===== src/rtl/max_seq_pkg.sv =====
// Shared types for the frame-maximum sequencer: FSM state encoding and index width.
package max_seq_pkg;
  localparam int IDX_W = 8;

  typedef enum logic [1:0] {
    IDLE  = 2'd0,
    ACCUM = 2'd1,
    DONE  = 2'd2
  } state_t;
endpackage


===== src/rtl/max2_cmp.sv =====
// Purpose: picks the greater of two unsigned values and flags b > a.
// Latency: combinational, zero cycles.
// Backpressure: none, pure function of its inputs.
module max2_cmp #(
  parameter int W = 8
) (
  input  logic [W-1:0] a,
  input  logic [W-1:0] b,
  output logic [W-1:0] max,
  output logic         b_gt_a
);
  // Strict compare: equal values keep a, so the earlier sample wins a tie.
  assign b_gt_a = (b > a);
  assign max    = b_gt_a ? b : a;
endmodule


===== src/rtl/max_seq_ctrl.sv =====
// Purpose: finds the maximum (and optionally its index, MAX_SEQ_INDEX_EN) over an N-sample frame.
// Latency: result valid one cycle after the Nth accepted sample.
// Backpressure: in_ready only in ACCUM; result held in DONE until out_ready.
module max_seq_ctrl
  import max_seq_pkg::*;
#(
  parameter int W = 8,
  parameter int N = 8
) (
  input  logic             clk,
  input  logic             rst,
  input  logic             start,
  input  logic             in_valid,
  output logic             in_ready,
  input  logic [W-1:0]     in_data,
  output logic             out_valid,
  input  logic             out_ready,
  output logic [W-1:0]     out_max,
`ifdef MAX_SEQ_INDEX_EN
  output logic [IDX_W-1:0] out_idx,
`endif
  output logic             busy
);
  localparam logic [IDX_W-1:0] LAST = IDX_W'(N - 1);

  state_t           state_q;
  state_t           state_d;
  logic [IDX_W-1:0] count_q;
  logic [W-1:0]     max_q;
  logic [W-1:0]     cmp_max;
  logic             cmp_gt;
  logic             accept;
  logic             last_accept;
  logic             out_fire;
`ifdef MAX_SEQ_INDEX_EN
  logic [IDX_W-1:0] idx_q;
`endif

  assign accept      = in_valid & in_ready;
  assign last_accept = accept & (count_q == LAST);
  assign out_fire    = out_valid & out_ready;

  max2_cmp #(.W(W)) u_cmp (
    .a      (max_q),
    .b      (in_data),
    .max    (cmp_max),
    .b_gt_a (cmp_gt)
  );

  always_ff @(posedge clk) begin
    if (rst) begin
      state_q <= IDLE;
    end else begin
      state_q <= state_d;
    end
  end

  always_comb begin
    state_d = state_q;
    case (state_q)
      IDLE:    if (start)       state_d = ACCUM;
      ACCUM:   if (last_accept) state_d = DONE;
      DONE:    if (out_fire)    state_d = IDLE;
      default:                  state_d = IDLE;
    endcase
  end

  always_comb begin
    in_ready  = (state_q == ACCUM);
    out_valid = (state_q == DONE);
    busy      = (state_q != IDLE);
  end

  // The first sample of a frame loads unconditionally so stale max never leaks in.
  always_ff @(posedge clk) begin
    if (rst) begin
      count_q <= '0;
      max_q   <= '0;
`ifdef MAX_SEQ_INDEX_EN
      idx_q   <= '0;
`endif
    end else begin
      if ((state_q == IDLE) && start) begin
        count_q <= '0;
      end else if (accept) begin
        count_q <= count_q + 1'b1;
        if ((count_q == '0) || cmp_gt) begin
          max_q <= (count_q == '0) ? in_data : cmp_max;
`ifdef MAX_SEQ_INDEX_EN
          idx_q <= count_q;
`endif
        end
      end
    end
  end

  assign out_max = max_q;
`ifdef MAX_SEQ_INDEX_EN
  assign out_idx = idx_q;
`endif
endmodule


===== config.mk =====
export PLATFORM = sky130hd
export DESIGN_NAME = max_seq_ctrl
export DESIGN_NICKNAME = d
export VERILOG_FILES = /design/src/rtl/max_seq_pkg.sv /design/src/rtl/max2_cmp.sv /design/src/rtl/max_seq_ctrl.sv
export SDC_FILE = /design/constraint.sdc
export NUM_CORES = 1
export LEC_CHECK = 0
export CORE_UTILIZATION = 46
export CTS_BUF_LIST = sky130_fd_sc_hd__clkbuf_8
export CTS_CLUSTER_SIZE = 30
export DETAILED_ROUTE_END_ITERATION = 8
export PLACE_DENSITY = 0.77
export SYNTH_ARGS = -nofsm -noshare
export SYNTH_HDL_FRONTEND = slang
export SYNTH_SLANG_ARGS = --single-unit

===== constraint.sdc =====
create_clock -name clk -period 1.5 [get_ports clk]
set_clock_uncertainty 0.1 [all_clocks]
set_input_delay 0.3 -clock clk [delete_from_list [all_inputs] [get_ports clk]]
set_output_delay 0.3 -clock clk [all_outputs]
set_load 0.01 [all_outputs]

Word level (Yosys, flattened, before mapping)
Cells that the tools add are included.
{"block": "classes", "reduce_logical": 9, "n_bitwise": 4, "order_cmp": 1, "addsub": 1, "n_mux": 6, "n_eq_ne": 6}
{"operator": "two-way mux 8 bit", "count": 2}
{"operator": "adder 8 x 1 -> 8 bit, second input constant", "count": 1}
{"operator": "== test 8 x 3 -> 1 bit, second input constant", "count": 1}
{"operator": "greater-than comparator 8 bit", "count": 1}
{"operator": "zero test 8 bit", "count": 1}
{"operator": "two-way mux 2 bit", "count": 3}
{"operator": "case mux 2 bit (3 select lines)", "count": 1}
{"operator": "!= test 2 x 1 -> 1 bit, second input constant", "count": 2}
{"operator": "AND reduction 4 bit", "count": 1}
{"operator": "nonzero test 2 bit", "count": 2}
{"operator": "bitwise AND 1 bit", "count": 3}
{"operator": "AND reduction 3 bit", "count": 1}
{"operator": "== test 2 x 1 -> 1 bit, second input constant", "count": 1}
{"operator": "== test 2 bit, second input constant", "count": 1}
{"operator": "zero test 2 bit", "count": 1}
{"operator": "!= test 2 bit, second input constant", "count": 1}
{"operator": "OR reduction 2 bit", "count": 1}
{"operator": "logical AND 1 bit", "count": 1}
{"operator": "logical OR 1 bit", "count": 1}
{"operator": "inverter 1 bit", "count": 1}
{"block": "totals", "wordCells": 30, "inputBits": 13, "regBits": 18}

Logic depth before layout (Yosys ltp)
{"block": "depth", "word_depth": 5, "ltp_mapped": 8, "mapped_depth_nobuf": 7}

Modules after synthesis
Synthesis repeated with hierarchy kept, for this count alone.
{"block": "hier_totals", "hier_cells": 184, "area_unflattened_um2": 1491.4}
{"module": "max_seq_ctrl", "instances": 1, "area_each_um2": 972.2, "cells_per_inst": 117, "seq_area_each_um2": 360.3}
{"module": "max2_cmp", "instances": 1, "area_each_um2": 519.2, "cells_per_inst": 67, "seq_area_each_um2": 0.0}

Least setup slack after synthesis
OpenSTA, ideal clock, no wires.
{"block": "synth_path", "kind": "reg2reg", "from": "register max_q[1] (netlist: out_max[1])", "to": "register max_q[0] (netlist: out_max[0])", "stages_incl_launch_ff": 9, "setup_time_ns": 0.119, "arrival_time_ns": 1.543, "synth_period_minus_slack_ns": 1.762, "setup_slack_ns": -0.262, "path_cell_list": "dfxtp_1 -> inv_1 -> ha_1 -> nor2b_1 -> o211ai_2 -> a21oi_1 -> o31a_1 -> buf_6 -> mux2i_1"}
{"block": "synth_via", "elab_chain_len": 3}
{"item": "from (decl)", "line_no": "max_seq_ctrl.sv:29", "text": "logic [W-1:0] max_q;"}
{"item": "from (signal assigned)", "line_no": "max_seq_ctrl.sv:88", "text": "max_q <= (count_q == '0) ? in_data : cmp_max;"}
{"item": "greater-than comparator 8 bit (*)", "line_no": "max2_cmp.sv:13", "text": "assign b_gt_a = (b > a);"}
{"item": "nonzero test 2 bit (no line) or logical OR 1 bit (tied branches)"}
{"item": "AND reduction 4 bit (no line) (*)"}
Every way passes the cells marked *; elsewhere a longest branch is shown, timed or not.
A chain may end at the register's enable or synchronous reset.

Final worst setup path
{"block": "layout_path", "from": "register max_q[5] (netlist: out_max[5])", "to": "register max_q[5] (netlist: out_max[5])"}
Same word-level chain as after synthesis.

==> results_dict.tcl <==
set metrics [dict create \
    synthesis.nets 145 \
    grt_pass1_wl_mm 4.15 \
    cts_buffers 3 \
    synth-edff-count 0 \
    p_leak_nw 0.755 \
    fmax_mhz 589 \
    grt_overflow 0 \
    firstDrtPassIters 3 \
    vias 984 \
    async_flop_share 0 \
    holdWs_ps 282 \
    antenna_cells 0 \
    htreeDepth 1 \
    worst-setup-path-type "reg2reg" \
    peakVddDrop_mv 0.825 \
    netlist.top_cell.by_area "dfxtp_1" \
    synth-seq-area-share 0.339 \
    clk_latency_ps 260 \
    final_nets 199 \
    cts_root_buf "clkbuf_8" \
    pre_cts_ws_ps -824 \
    grt_max_degree 11 \
    syn_to_final_growth_pct 57.3 \
    hold_violations 0 \
    antenna_found_initial 0 \
    worstSetupStartpointType "register" \
    relSlewSlack 0.868 \
    cts_max_path_buffers 2 \
    placeableCoreArea_um2 2190 \
    hpwl_mm 1.81 \
    cp.required_ps 1540 \
    fp.dieW_um 50.1 \
    tightest_slew_ps 197 \
    hp-class "in2reg" \
    setup_ws_ps -199 \
    slew_violations 0 \
    holdBufCountCts 0 \
    syn_inst 122 \
    yosysWarnings 0 \
    period_share 1.13 \
    layout_min_cycle_time_ps 1700 \
    nFillCells 162 \
    io_pins 24 \
    grtUsageTotal 0.220 \
    finalWirelength_mm 2.35 \
    cap_violations 0 \
    start_util 0.485 \
    place.gp.congestion 0.774 \
    synth_cell_types 29 \
    drtIter0Drc 2 \
    status "finished with violations" \
    cts_tree "built" \
    grt_pass1_vias 1032 \
    layout-drive-gt1-share 0.360 \
    setup.worst_path.end_class "register" \
    ys.flop_type "dfxtp_1" \
    viasPerCell 4.85 \
    cts.clk_slew.worst_paths_ps 70 \
    finalPower_w 0.00121 \
    die_h_um 50.1 \
    ys_ff_latch 18 \
    rows 17 \
    dieArea_um2 2510 \
    final_util 0.764 \
    rsz0062_at_grt "true" \
    avgRoutedWirePerCell_um 11.6 \
    crit_arrival_ps 1740 \
    synth.top_cell.area_share 0.339 \
    drcViolationCount 0 \
    syn-cell-area_um2 1060 \
    avgSynthCellArea_um2 8.72 \
    io_buffers 23 \
    path_max_fanout 8 \
    cts.sinks 18 \
    yosysMostFrequentCell "dfxtp_1" \
    yosys-top-cells-area "dfxtp_1 (34%), ha_1 (12%), nand2b_1 (9.4%), mux2i_1 (7.5%), inv_1 (4.6%)" \
    ant_nets 0 \
    violations "setup timing" \
    setup_viol 8 \
    power_density_nw_per_um2 723 \
    synth_common_cells "dfxtp_1 (18), nand2b_1 (16), inv_1 (13), nor2_1 (12), ha_1 (10)" \
]
==> area by class of cell <==
type	count	area, µm²	area share
flip-flops and latches	18	369	0.221
inverters	13	48.8	0.0292
multi-input cells	88	727	0.435
well taps	28	35.0	0.0209
repair buffers	52	438	0.262
clock buffers	4	55.1	0.0329
==> worst max-delay path, stage by stage (launching register included) <==
cell and delay [ps]:
dfxtp_2 340, inv_2 40, ha_4 210, a211oi_2 210, o21ai_1 80, o31a_2 350
buf_12 150, mux2i_1 110
==> final timing paths <==
path	start	to	slack [ps]	cells past startpoint
setup / recovery	out_max[5]	out_max[5]	-200	7
hold reg to reg	state_q[1]	state_q[0]	360	1
setup reg to reg	out_max[5]	out_max[5]	-200	7
hold / removal	in_data[2]	out_max[2]	280	3
==> layout by cell type, fill, tap and decap left out, types with 2 or more instances in the layout <==
cell type	n
nor2_2	3
ha_4	5
nand2_1	7
a21oi_1	4
nor3_1	2
clkdlybuf4s50_1	3
inv_1	9
dfxtp_1	13
a21oi_2	2
dfxtp_2	4
ha_1	4
dlygate4sd2_1	17
nand4_1	2
inv_2	4
nand2b_1	16
xor2_1	5
nor2_1	9
mux2i_1	8
clkbuf_8	4
o21ai_1	2
buf_4	28
xnor2_1	2
nand3_1	4
==> sequential cells by signal, indices dropped and copies added, names as in the netlist <==
name and cells:
out_max 8, count_q 8, state_q 2
==> routing by layer <==
metal / part of all wire / routed length, µm / GRT usage
met1: 0.43 / 1010 / 0.236
met5: 0 / 0 / 0
met2: 0.52 / 1220 / 0.409
met3: 0.032 / 76 / 0.0309
met4: 0.018 / 43 / 0.114
==> logic make-up after synthesis <==
kind of cell | count (synthesis) | share of synthesized area
buffers and inverters | 16 | 0.0659
xor gates and xnor gates | 7 | 0.0576
DFF | 18 | 0.339
and+or+nand+nor | 50 | 0.265
muxes | 8 | 0.0753
AOI/OAI and AO/OA | 13 | 0.0800
adders and majority gates | 10 | 0.118
==> metrics by stage <==
stage                     cells  setup TNS, ps  instance area (µm²)
after floorplan             122          -1390                 1090
after global placement      197          -7980                 1540
after detailed placement    197          -8770                 1540
after CTS                   203          -1910                 1660
after global routing        203          -2210                 1670
final                       203          -1520                 1670
==> where the power goes <==
part	total, W	leakage, nW	switching (W)	internal, W
Combinational	0.000295	0.578	0.000128	0.000167
Sequential	0.000511	0.148	0.0000142	0.000497
Clock	0.000403	0.0288	0.000169	0.000233
Total	0.00121	0.755	0.000312	0.000898
==> repair_timing <==
| item | in CTS | in global routing |
|---|---|---|
| pin swaps | 7 | 5 |
| setup endpoints to repair | 24 | 11 |
| gates resized for setup | 33 | 12 |
| buffers inserted | 2 | 1 |
Note: power is estimated with default switching activity, not from simulation.
